$ cat config.mk
export PLATFORM = sky130hd
export DESIGN_NAME = line_set_monitor
export DESIGN_NICKNAME = d
export VERILOG_FILES = /design/src/rtl/line_set_monitor.sv
export SDC_FILE = /design/constraint.sdc
export NUM_CORES = 1
export LEC_CHECK = 0
export ABC_AREA = 1
export ABC_CLOCK_PERIOD_IN_PS = 1500
export CORE_AREA = 2 2 89 91
export CTS_CLUSTER_DIAMETER = 40
export DETAILED_ROUTE_END_ITERATION = 10
export DIE_AREA = 0 0 91 93
export PLACE_DENSITY = 0.71
export SYNTH_ARGS = -nofsm -noshare
export SYNTH_HDL_FRONTEND = slang
export SYNTH_SLANG_ARGS = --single-unit
$ cat constraint.sdc
create_clock -name clk -period 1.5 [get_ports clk]
set_input_delay 0.225 -clock clk [delete_from_list [all_inputs] [get_ports clk]]
set_output_delay 0.225 -clock clk [all_outputs]
set_load 0.03 [all_outputs]
$ cat src/rtl/line_set_monitor.sv
// line_set_monitor: bit-timing engine for serial lines.
//   Setter: drives an N-bit line high, low or to set_val and holds it for set_dur clocks.
//   Monitor: waits for an all-low / all-high line, or checks the line stays constant
//   for mon_dur clocks.
// Optional feature macro: MON_SYNC_EN puts mon_in through a 2-flop synchronizer
// before every compare (2 extra clocks of detection latency).
//
// Handshake: set_start/mon_start are sampled on each rising edge. A setter start is
// taken when the setter is idle or in its final (set_done) cycle. A monitor start is
// taken whenever mon_busy is low. Starts presented at any other time are dropped.
// set_done/mon_done are single-cycle pulses. No backpressure exists.
module line_set_monitor #(
  parameter int   N     = 1,
  parameter int   CNT_W = 16,
  parameter logic IDLE  = 1'b1
) (
  input  logic             clk,
  input  logic             rst,
  input  logic             set_start,
  input  logic [1:0]       set_op,
  input  logic [N-1:0]     set_val,
  input  logic [CNT_W-1:0] set_dur,
  output logic [N-1:0]     set_out,
  output logic             set_busy,
  output logic             set_done,
  input  logic [N-1:0]     mon_in,
  input  logic             mon_start,
  input  logic [1:0]       mon_op,
  input  logic [CNT_W-1:0] mon_dur,
  output logic             mon_busy,
  output logic             mon_done,
  output logic             mon_err,
  output logic [N-1:0]     mon_val,
  output logic             set_state_dbg,
  output logic [1:0]       mon_state_dbg
);

  typedef enum logic {S_IDLE, S_HOLD} set_state_t;
  typedef enum logic [1:0] {M_IDLE, M_WAIT, M_CHECK} mon_state_t;

  localparam logic [CNT_W-1:0] CNT_ONE = CNT_W'(1);

  // ---------------- setter ----------------
  set_state_t       set_state, set_state_nxt;
  logic [CNT_W-1:0] set_cnt, set_cnt_nxt;
  logic [N-1:0]     set_out_nxt, set_level;
  logic             set_zero_done, set_zero_done_nxt;
  logic             set_accept;

  assign set_busy      = (set_state == S_HOLD);
  assign set_done      = (set_busy && set_cnt == CNT_ONE) || set_zero_done;
  assign set_accept    = set_start && (!set_busy || set_done);
  assign set_state_dbg = set_state;

  // Setter register bank; the line returns to the idle level only on reset.
  always_ff @(posedge clk or posedge rst) begin
    if (rst) begin
      set_state     <= S_IDLE;
      set_cnt       <= '0;
      set_out       <= {N{IDLE}};
      set_zero_done <= 1'b0;
    end else begin
      set_state     <= set_state_nxt;
      set_cnt       <= set_cnt_nxt;
      set_out       <= set_out_nxt;
      set_zero_done <= set_zero_done_nxt;
    end
  end

  // Setter next state: a zero-length hold stays idle and only pulses done once.
  always_comb begin
    set_state_nxt     = set_state;
    set_cnt_nxt       = set_cnt;
    set_out_nxt       = set_out;
    set_zero_done_nxt = 1'b0;
    set_level         = set_val;
    if (set_op == 2'b00)      set_level = '1;
    else if (set_op == 2'b01) set_level = '0;
    if (set_accept) begin
      set_out_nxt = set_level;
      set_cnt_nxt = set_dur;
      if (set_dur == '0) begin
        set_state_nxt     = S_IDLE;
        set_zero_done_nxt = 1'b1;
      end else begin
        set_state_nxt = S_HOLD;
      end
    end else if (set_state == S_HOLD) begin
      set_cnt_nxt = set_cnt - CNT_ONE;
      if (set_cnt == CNT_ONE) set_state_nxt = S_IDLE;
    end
  end

  // ---------------- monitor ----------------
  logic [N-1:0] mon_s;

`ifdef MON_SYNC_EN
  logic [N-1:0] sync1, sync2;

  // Two-flop synchronizer for an asynchronous observed line.
  always_ff @(posedge clk or posedge rst) begin
    if (rst) begin
      sync1 <= '0;
      sync2 <= '0;
    end else begin
      sync1 <= mon_in;
      sync2 <= sync1;
    end
  end
  assign mon_s = sync2;
`else
  assign mon_s = mon_in;
`endif

  mon_state_t       mon_state, mon_state_nxt;
  logic [CNT_W-1:0] mon_cnt, mon_cnt_nxt;
  logic [N-1:0]     mon_ref, mon_ref_nxt, mon_val_nxt;
  logic             mon_want_high, mon_want_high_nxt;
  logic             mon_err_q, mon_err_nxt;
  logic             mon_done_q, mon_done_nxt;
  logic             mon_mismatch, mon_check_last, mon_match;

  assign mon_mismatch   = (mon_s != mon_ref);
  assign mon_check_last = (mon_state == M_CHECK) && (mon_cnt == CNT_ONE);
  assign mon_match      = mon_want_high ? (mon_s == {N{1'b1}}) : (mon_s == '0);
  assign mon_busy       = (mon_state != M_IDLE);
  // Window checks finish in their last busy cycle, so that cycle's compare is folded in live.
  assign mon_done       = mon_done_q | mon_check_last;
  assign mon_err        = mon_err_q | (mon_check_last & mon_mismatch);
  assign mon_state_dbg  = mon_state;

  // Monitor register bank.
  always_ff @(posedge clk or posedge rst) begin
    if (rst) begin
      mon_state     <= M_IDLE;
      mon_cnt       <= '0;
      mon_ref       <= '0;
      mon_val       <= '0;
      mon_want_high <= 1'b0;
      mon_err_q     <= 1'b0;
      mon_done_q    <= 1'b0;
    end else begin
      mon_state     <= mon_state_nxt;
      mon_cnt       <= mon_cnt_nxt;
      mon_ref       <= mon_ref_nxt;
      mon_val       <= mon_val_nxt;
      mon_want_high <= mon_want_high_nxt;
      mon_err_q     <= mon_err_nxt;
      mon_done_q    <= mon_done_nxt;
    end
  end

  // Monitor next state: level waits complete one clock after the match is seen.
  always_comb begin
    mon_state_nxt     = mon_state;
    mon_cnt_nxt       = mon_cnt;
    mon_ref_nxt       = mon_ref;
    mon_val_nxt       = mon_val;
    mon_want_high_nxt = mon_want_high;
    mon_err_nxt       = mon_err_q;
    mon_done_nxt      = 1'b0;
    case (mon_state)
      M_IDLE: begin
        if (mon_start) begin
          mon_err_nxt = 1'b0;
          if (mon_op[1] == 1'b0) begin
            mon_want_high_nxt = mon_op[0];
            mon_state_nxt     = M_WAIT;
          end else begin
            mon_ref_nxt = mon_s;
            mon_val_nxt = mon_s;
            mon_cnt_nxt = mon_dur;
            if (mon_dur == '0) mon_done_nxt  = 1'b1;
            else               mon_state_nxt = M_CHECK;
          end
        end
      end
      M_WAIT: begin
        if (mon_match) begin
          mon_done_nxt  = 1'b1;
          mon_val_nxt   = mon_s;
          mon_state_nxt = M_IDLE;
        end
      end
      M_CHECK: begin
        mon_cnt_nxt = mon_cnt - CNT_ONE;
        if (mon_mismatch) mon_err_nxt = 1'b1;
        if (mon_cnt == CNT_ONE) mon_state_nxt = M_IDLE;
      end
      default: mon_state_nxt = M_IDLE;
    endcase
  end

endmodule

==> results of run 1 <==
==> tightest hold or removal path: stages <==
cell and delay [ps]:
clkdlybuf4s50_1 400, inv_1 90, buf_12 250
==> per-stage QoR <==
step                      std cells  total power, mW  setup slack (ps)  utilization [%]
final                           649             8.50              -278             63.5
after global routing            649             9.12              -359             63.5
after CTS                       637             7.53              -365             55.6
after detailed placement        621             6.35              -166             52.0
after global placement          621             6.23              -151             52.0
after floorplan                 426             4.60             -9.62                -
==> power breakdown <==
group | switching [mW] | total (mW) | internal [mW]
Combinational | 2.98 | 5.54 | 2.57
Clock | 0.419 | 0.885 | 0.466
Sequential | 0.404 | 2.07 | 1.67
Total | 3.80 | 8.50 | 4.70
==> final timing paths <==
check | depth (start not counted) | start | slack, ps | end
max | 8 | mon_cnt[1] | -280 | mon_err
min | 3 | rst | 290 | set_cnt[12]
max reg2reg | 10 | set_cnt[9] | -170 | set_cnt[8]
min reg2reg | 2 | set_out | 470 | set_out
max in group asynchronous | 3 | rst | 960 | set_out
min in group clk | 2 | set_out | 470 | set_out
==> cell usage in the layout, fill, tap and decap left out, types with 4 or more instances in the layout <==
cell,n
a21oi_1,15
buf_12,4
buf_4,60
buf_6,12
clkbuf_8,8
clkdlybuf4s50_1,41
dfrtp_1,37
dfrtp_2,4
dlygate4sd2_1,5
ha_4,4
inv_1,39
inv_2,7
nand2_1,95
nand2_2,14
nand2_4,5
nand3_1,22
nand3_2,28
nand3_4,8
nand4_1,5
nor2_1,33
nor2_2,18
nor2_4,13
o21ai_0,10
o21ai_1,12
xor2_1,9
==> metal layers <==
layer  part of all wire, %  global-route usage [%]  vias to the layer above
met2                    51                    33.0                      107
met1                    41                    23.5                     1593
met5                     0                       0                        -
met3                   4.9                    4.11                       21
li1                      -                       -                     1616
met4                   2.4                    5.93                        0
==> kinds of logic (layout without fill, tap and decap cells) <==
logic type / Yosys count / after routing
fa+ha+maj: 4 / 4
mux: 1 / 1
buf+inv: 63 / 181
compound gates: 49 / 49
xor+xnor: 14 / 14
flops: 42 / 42
simple gates: 253 / 256
==> repair_timing <==
| item | 4_1_cts | 5_1_grt |
|---|---|---|
| setup buffers | 8 | 9 |
| cloned | 0 | 4 |
| endpoints found under the setup margin | 12 | 35 |
| gates resized for setup | 33 | 116 |
| pin swaps | 10 | 44 |
==> final cells by class <==
class	instances	area, µm²	area share (%)
flip-flops and latches	42	1060	22.1
repair buffers	124	1140	23.9
clock buffers	8	110	2.30
well taps	102	128	2.67
multi-input cells	324	2150	45.0
inverters	49	191	4.01
==> state kept, by name (all words and copies together) (netlist names) <==
signal and flops:
set_busy 1, mon_cnt 16, set_out 1, mon_state_dbg 2, mon_ref 1, mon_val 1
set_cnt 16, mon_want_high 1, mon_err_q 1, set_zero_done 1, mon_done_q 1
==> flow_summary_export.csv, run 1 <==
group,metric,value,unit
logic_synthesis,yosys.cell_count.top_type,"nand2_1",
status,status,"finished with violations",
logic_synthesis,avgSynthCellArea,6.89,µm²
worst_setup_path,crit_fanout,2,
worst_setup_path,path_delay_family,"flip-flops",
floorplanning,die_h,93,µm
timing,slew_headroom,62.2,%
timing,final-setup-viol-count,25,
placement,place_congestion,0.881,
clock_network,numCtsBuffers,5,
timing,fin_setup_tns,-3180,ps
logic_synthesis,synth_top_area_share,34.9,%
detailed_routing,drtIter0Drc,131,
logic_synthesis,synth_nets,472,
power_and_ir_drop,powerDensity,1780,nW/µm²
floorplanning,num_rows,32,
placement,dp_hpwl,5.70,mm
floorplanning,die_w,91,µm
clock_network,cts_hold_buf,0,
placement,numPortBuffers,51,
min_path,hold_class,"input port to asynchronous set/reset pin",
worst_setup_path,worstPathArrival,1550,ps
logic_synthesis,yosys_most_used_dff,"dfrtp_1",
worst_setup_path,critPathLaunchType,"flip-flop",
clock_network,clockRootBuffer,"clkbuf_8",
logic_synthesis,synth-xor-area-share,4.18,%
logic_synthesis,yosys.area.top_type,"dfrtp_1",
clock_network,cts.path.max_buffers,2,
detailed_routing,num_vias,3337,
global_route,overflow,0,
worst_setup_path,worstPathCellList,"inv_2, ha_4, nand3_4, nor2_4, nand3_4, nor2_4, a21o_1, buf_6",
detailed_routing,ant_nets,0,
timing,hold_slack,285,ps
timing,tightest_slew,567,ps
detailed_routing,routed_wirelength,9.06,mm
clock_network,cts.clk_slew.worst_paths,80,ps
logic_synthesis,yosysUniqueCellTypes,38,
final_layout,fill_cells,635,
floorplanning,start_util,39.0,%
power_and_ir_drop,ir_drop,0.673,mV
logic_synthesis,synthSimpleGateAreaFrac,38.6,%
worst_setup_path,endpoint_kind,"output port",
worst_setup_path,path_class,"flip-flop to output port",
floorplanning,die_area,8460,µm²
final_layout,final_nets,592,
detailed_routing,drt_first_pass_iters,5,
clock_network,cts_tree,"yes",
logic_synthesis,synth_edf_count,0,
timing,fin_worst_skew,10.6,ps
timing,hold_violations,0,
logic_synthesis,synth_compound_area_share,9.67,%
global_route,grt_max_degree,43,
worst_setup_path,max_stage_delay,400,ps
job,cap_violations,0,
logic_synthesis,synthAdderAreaFrac,1.70,%
timing,period_needed,1780,ps
clock_network,clk_latency,300,ps
final_layout,diodes,0,
power_and_ir_drop,leakagePower,2.20,nW
detailed_routing,vias_per_cell,5.14,
floorplanning,io_pins,52,
clock_network,cts-htree-levels,2,
global_route,grt.total_usage,19.0,%
clock_network,cts_sinks,42,
logic_synthesis,ys_warn_count,0,
timing,max_freq,0.562,GHz
worst_setup_path,crit_slowest_cell,"dfrtp_1",
detailed_routing,post-route-drc-count,0,
floorplanning,core-area,7530,µm²
timing,finalWorstSetupSlack,-278,ps
final_layout,final_layout_size_suffix_gt1_share,38.4,%
logic_synthesis,synth-seq-cells,42,
logic_synthesis,synthMuxAreaShare,0.383,%
logic_synthesis,netlist_top_cells_area,"dfrtp_1 35%, nand2_1 14%, nand3_1 9.5%",
final_layout,syn_to_final_growth,62.7,%
detailed_routing,wl_per_cell,14.0,µm
global_route,grt_pass1_vias,3033,
logic_synthesis,async_flop_share,100,%
status,violations,"setup timing",
worst_setup_path,path_buf_inv,2,
global_route,antenna_found_initial,0,
placement,placed_area,3920,µm²
logic_synthesis,ys_top_cells_by_count,"110 x nand2_1, 56 x nand3_1, 56 x nor2_1",
timing,slew_viol_final,0,
logic_synthesis,synth_top_family_by_area,"simple AND/OR/NAND/NOR gates",
worst_setup_path,worstPathRequired,1270,ps
logic_synthesis,synthCells,426,
final_layout,postLayoutCellArea,4780,µm²
global_route,grt_pass1_wl,13.3,mm
logic_synthesis,synth_area,2940,µm²
logic_synthesis,ys_seq_area_share,35.8,%
timing,rsz0062_at_grt,"true",
timing,fin_crit_sh,119,%
(Power assumes the default switching activity.)
==> run 2: changes to the inputs <==
CORE_AREA = 2 2 82 84   (was 2 2 89 91)
DIE_AREA = 0 0 84 86   (was 0 0 91 93)
PLACE_DENSITY = 0.81   (was 0.71)
==> flow_summary_export.csv, run 2 (synthesis gave the netlist of run 1 again) <==
group,metric,value,unit
status,status,"finished with violations",
status,violations,"setup timing",
power_and_ir_drop,clock_power_share,10.2,%
placement,numPortBuffers,51,
power_and_ir_drop,intPower,4.95,mW
power_and_ir_drop,netSwitchingPower,4.25,mW
timing,fin_setup_tns,-4020,ps
clock_network,cts_tree,"yes",
clock_network,cts_hold_buf,0,
timing,max_freq,0.555,GHz
final_layout,multi_input_area,2180,µm²
worst_setup_path,crit_fanout,2,
clock_network,clk_latency,310,ps
floorplanning,io_pins,52,
timing,rsz0062_at_grt,"true",
detailed_routing,drtIter0Drc,230,
timing,hold_violations,0,
worst_setup_path,path_class,"flip-flop to output port",
job,cap_violations,0,
detailed_routing,post-route-drc-count,0,
power_and_ir_drop,powerDensity,1880,nW/µm²
floorplanning,core-area,6280,µm²
global_route,grt_pass1_wl,14.8,mm
timing,slew_headroom,61.5,%
global_route,grt_max_degree,43,
timing,slew_viol_final,0,
placement,dp_hpwl,5.96,mm
power_and_ir_drop,sequentialPowerShare,23.1,%
worst_setup_path,critPathLaunchType,"flip-flop",
floorplanning,die_w,84,µm
worst_setup_path,worstPathRequired,1270,ps
timing,finalWorstSetupSlack,-302,ps
placement,placed_area,3850,µm²
final_layout,fin_util,78.1,%
clock_network,clockRootBuffer,"clkbuf_8",
power_and_ir_drop,sw_frac_of_total,46.2,%
floorplanning,die_h,86,µm
timing,final-setup-viol-count,28,
detailed_routing,routed_wirelength,10.5,mm
global_route,grt_pass1_vias,3381,
min_path,hold_class,"input port to asynchronous set/reset pin",
power_and_ir_drop,total_power,9.20,mW
worst_setup_path,reg2reg_slack,-200,ps
clock_network,cts.clk_slew.worst_paths,90,ps
floorplanning,die_area,7220,µm²
floorplanning,num_rows,29,
final_layout,final_common_cell,"nand2_1",
global_route,overflow,0,
global_route,antenna_found_initial,0,
final_layout,regArea,1060,µm²
floorplanning,start_util,46.8,%
final_layout,diodes,0,
final_layout,final_nets,601,
power_and_ir_drop,leakagePower,2.28,nW
clock_network,cts-htree-levels,2,
detailed_routing,drt_first_pass_iters,5,
detailed_routing,ant_nets,0,
timing,hold_slack,272,ps
worst_setup_path,worstPathArrival,1580,ps
timing,fin_crit_sh,120,%
final_layout,syn_to_final_growth,66.9,%
timing,fin_worst_skew,10.2,ps
timing,tightest_slew,578,ps
power_and_ir_drop,combPwrFrac,66.8,%
detailed_routing,vias_per_cell,5.55,
clock_network,cts_sinks,42,
clock_network,cts.path.max_buffers,2,
detailed_routing,wl_per_cell,16.7,µm
final_layout,final_layout_size_suffix_gt1_share,39.7,%
global_route,grt.total_usage,25.2,%
timing,period_needed,1800,ps
clock_network,numCtsBuffers,5,
placement,place_congestion,0.911,
power_and_ir_drop,ir_drop,1.12,mV
worst_setup_path,endpoint_kind,"output port",
final_layout,postLayoutCellArea,4900,µm²
final_layout,final_cell_mix,"91 x nand2_1, 61 x buf_4, 41 x clkdlybuf4s50_1",
final_layout,fill_cells,406,
detailed_routing,num_vias,3510,
-- run 2: power groups by stage --
stage	logic, mW	clock network, mW	registers, mW
after global placement	4.13	0	2.01
after floorplan	2.45	0	2.14
after detailed placement	4.31	0	2.04
after CTS	4.97	0.930	2.04
final	6.14	0.937	2.12
after global routing	6.61	0.992	2.16
-- run 2: worst max-delay path, stage by stage, from the launching register on --
cell     delay, ps
dfrtp_1        400
inv_2           80
ha_4           130
nand3_4         70
nor2_4         120
nand3_4         90
nor2_4         100
a21o_1         140
buf_6          130
-- run 2: per-layer routing --
layer	up-vias	GRT usage, %	wire length, µm
li1	1631	-	-
met4	0	12.3	488
met2	175	46.3	5570
met1	1658	28.7	3860
met3	46	3.75	624
met5	-	0	0
-- run 2: layout make-up --
cell class	count	share of cell area, %
Clock inverter	3	0.817
Clock buffer	5	1.40
Inverter	49	4.11
Sequential cell	42	21.5
Tap cell	77	1.97
Multi-Input combinational cell	324	44.4
Timing Repair Buffer	133	25.8
-- run 2: path summary, 6_finish.rpt --
check | cells past startpoint | start | to
max in group asynchronous | 3 | rst | set_out
worst max register to register | 10 | mon_cnt[0] | mon_cnt[14]
worst min register to register | 2 | set_out | set_out
worst min-delay path | 3 | rst | set_cnt[13]
worst max-delay path | 8 | mon_cnt[1] | mon_err
min in group clk | 2 | set_out | set_out
-- run 2: stage by stage --
| step | worst slack, ps | cells |
|---|---|---|
| 3_5_place_dp | -155 | 589 |
| 5_1_grt | -363 | 633 |
| 3_3_place_gp | -161 | 589 |
| 2_1_floorplan | -9.62 | 426 |
| 6_report | -302 | 633 |
| 4_1_cts | -350 | 622 |
-- run 2: timing repair --
action | CTS | global route
setup buffers | 26 | 15
gates cloned | 2 | 2
resized for setup | 68 | 101
endpoints found under the setup margin | 30 | 37
pin swaps | 29 | 33
==> run 3: changes to the inputs <==
TNS_END_PERCENT = 1   (was not set)
==> flow_summary_export.csv, run 3 (synthesis gave the netlist of run 1 again) <==
group,metric,value,unit
status,status,"finished with violations",
status,violations,"setup timing",
power_and_ir_drop,clock_power_share,12.3,%
global_route,grt_pass1_wl,13.4,mm
worst_setup_path,worstPathCellList,"inv_2, ha_4, nand3_2, nor2_2, nand3_2, nor2_4, a21o_1, buf_6",
final_layout,fin_util,65.9,%
worst_setup_path,crit_fanout,2,
power_and_ir_drop,sw_frac_of_total,44.0,%
power_and_ir_drop,ir_drop,1.10,mV
clock_network,numCtsBuffers,5,
clock_network,cts-htree-levels,2,
final_layout,final_layout_size_suffix_gt1_share,23.8,%
placement,place_congestion,0.899,
clock_network,cts_tree,"yes",
global_route,overflow,0,
worst_setup_path,startpoint,"mon_cnt[1]",
detailed_routing,drtIter0Drc,244,
worst_setup_path,r2r_start,"mon_cnt[0]",
final_layout,multi_input_area,1710,µm²
timing,finalWorstSetupSlack,-331,ps
final_layout,syn_to_final_growth,40.9,%
detailed_routing,ant_nets,0,
detailed_routing,post-route-drc-count,0,
floorplanning,start_util,46.8,%
timing,period_needed,1830,ps
timing,hold_violations,0,
detailed_routing,vias_per_cell,5.17,
min_path,hold_class,"input port to asynchronous set/reset pin",
power_and_ir_drop,powerDensity,1840,nW/µm²
timing,slew_headroom,42.4,%
final_layout,final_nets,575,
worst_setup_path,max_stage_delay,400,ps
floorplanning,core-area,6280,µm²
final_layout,fill_cells,554,
floorplanning,die_w,84,µm
timing,fin_crit_sh,122,%
worst_setup_path,reg2reg_slack,-190,ps
final_layout,regArea,1050,µm²
power_and_ir_drop,intPower,4.26,mW
placement,numPortBuffers,51,
timing,final-setup-viol-count,10,
job,cap_violations,0,
clock_network,cts.path.max_buffers,2,
final_layout,fin_cells,607,
worst_setup_path,critPathLaunchType,"flip-flop",
final_layout,diodes,0,
floorplanning,num_rows,29,
placement,place_inst,594,
global_route,grt.total_usage,22.7,%
worst_setup_path,worstPathArrival,1610,ps
power_and_ir_drop,leakagePower,1.98,nW
floorplanning,io_pins,52,
placement,dp_hpwl,5.89,mm
global_route,grt_pass1_vias,3062,
clock_network,clk_latency,300,ps
final_layout,final_cell_mix,"107 x nand2_1, 57 x buf_4, 50 x nand3_1",
timing,fin_worst_skew,6.37,ps
power_and_ir_drop,sequentialPowerShare,27.0,%
floorplanning,die_area,7220,µm²
worst_setup_path,path_class,"flip-flop to output port",
timing,tightest_slew,861,ps
final_layout,final_common_cell,"nand2_1",
detailed_routing,num_vias,3138,
worst_setup_path,endpoint_kind,"output port",
floorplanning,die_h,86,µm
global_route,grt_max_degree,43,
clock_network,cts_sinks,42,
power_and_ir_drop,combPwrFrac,60.7,%
worst_setup_path,crit_slowest_cell,"dfrtp_1",
clock_network,cts.clk_slew.worst_paths,90,ps
timing,slew_viol_final,0,
worst_setup_path,worstPathRequired,1270,ps
global_route,antenna_found_initial,0,
detailed_routing,wl_per_cell,13.1,µm
detailed_routing,drt_first_pass_iters,4,
worst_setup_path,ff2ff_path_depth,9,
worst_setup_path,r2r-end,"mon_cnt[10]",
timing,rsz0062_at_grt,"true",
worst_setup_path,critPathMostFrequentCell,"nand3_2",
clock_network,clockRootBuffer,"clkbuf_8",
timing,max_freq,0.546,GHz
power_and_ir_drop,netSwitchingPower,3.35,mW
detailed_routing,routed_wirelength,7.97,mm
## run 3: cell count changes in the layout (fill, tap and decap cells not counted), sizes merged, moves of 2 or more
cell and change:
clkinv -3, clkbuf +2, buf -23, nand2 -3
## run 3: final cells by class
cell class	instances	area share [%]
clock buffer	6	1.75
clock inverter	2	0.907
inverter	49	4.51
multi-input combinational	321	41.3
sequential	42	25.5
tap	77	2.33
timing repair buffer	110	23.7
## run 3: routing by layer
metal | up-vias | wire (µm) | track usage [%]
met4 | 0 | 110 | 5.57
met5 | - | 0 | 0
met2 | 100 | 4120 | 42.5
met1 | 1453 | 3330 | 27.5
met3 | 13 | 405 | 3.18
li1 | 1572 | - | -
## run 3: timing repair
item                                    in CTS  in global routing
setup buffers                                3                  2
resized for setup                           23                 22
hold buffers                                 0                  0
endpoints found under the setup margin      11                 36
pin swaps                                    6                  6
## run 3: worst max-delay path by stage
stage / cells past startpoint / slack [ps] / end
2_1_floorplan: 6 / -10 / set_done
3_5_place_dp: 8 / -180 / mon_cnt[10]
3_3_place_gp: 6 / -140 / set_cnt[13]
6_report: 8 / -330 / mon_err
4_1_cts: 8 / -330 / mon_err
5_1_grt: 8 / -380 / mon_err
## run 3: worst max-delay path, delay by kind of cell, from the launching register on
kind | cells | cell delay (ps)
and+or+nand+nor | 4 | 430
adders and majority gates | 1 | 120
buffers and inverters | 2 | 210
DFF | 1 | 400
AOI/OAI and AO/OA | 1 | 140
## run 3: power groups by stage
stage | sequential (mW) | clock (mW) | combinational, mW
finish | 2.06 | 0.935 | 4.61
global route | 2.11 | 0.978 | 5.11
CTS | 2.03 | 0.939 | 4.43
detailed placement | 2.04 | 0 | 4.30
global placement | 2.02 | 0 | 4.17
floorplan | 2.14 | 0 | 2.45
## run 3: stage by stage
step | TNS [ps] | setup WS [ps] | area, µm² | power [mW] | hold slack, ps
after floorplan | -13.1 | -9.62 | 2940 | 4.60 | 332
after global placement | -1740 | -143 | 3870 | 6.19 | 458
after detailed placement | -2970 | -178 | 3870 | 6.33 | 474
after CTS | -1350 | -334 | 4060 | 7.40 | 287
after global routing | -3670 | -378 | 4140 | 8.19 | 315
final | -1570 | -331 | 4140 | 7.60 | 275
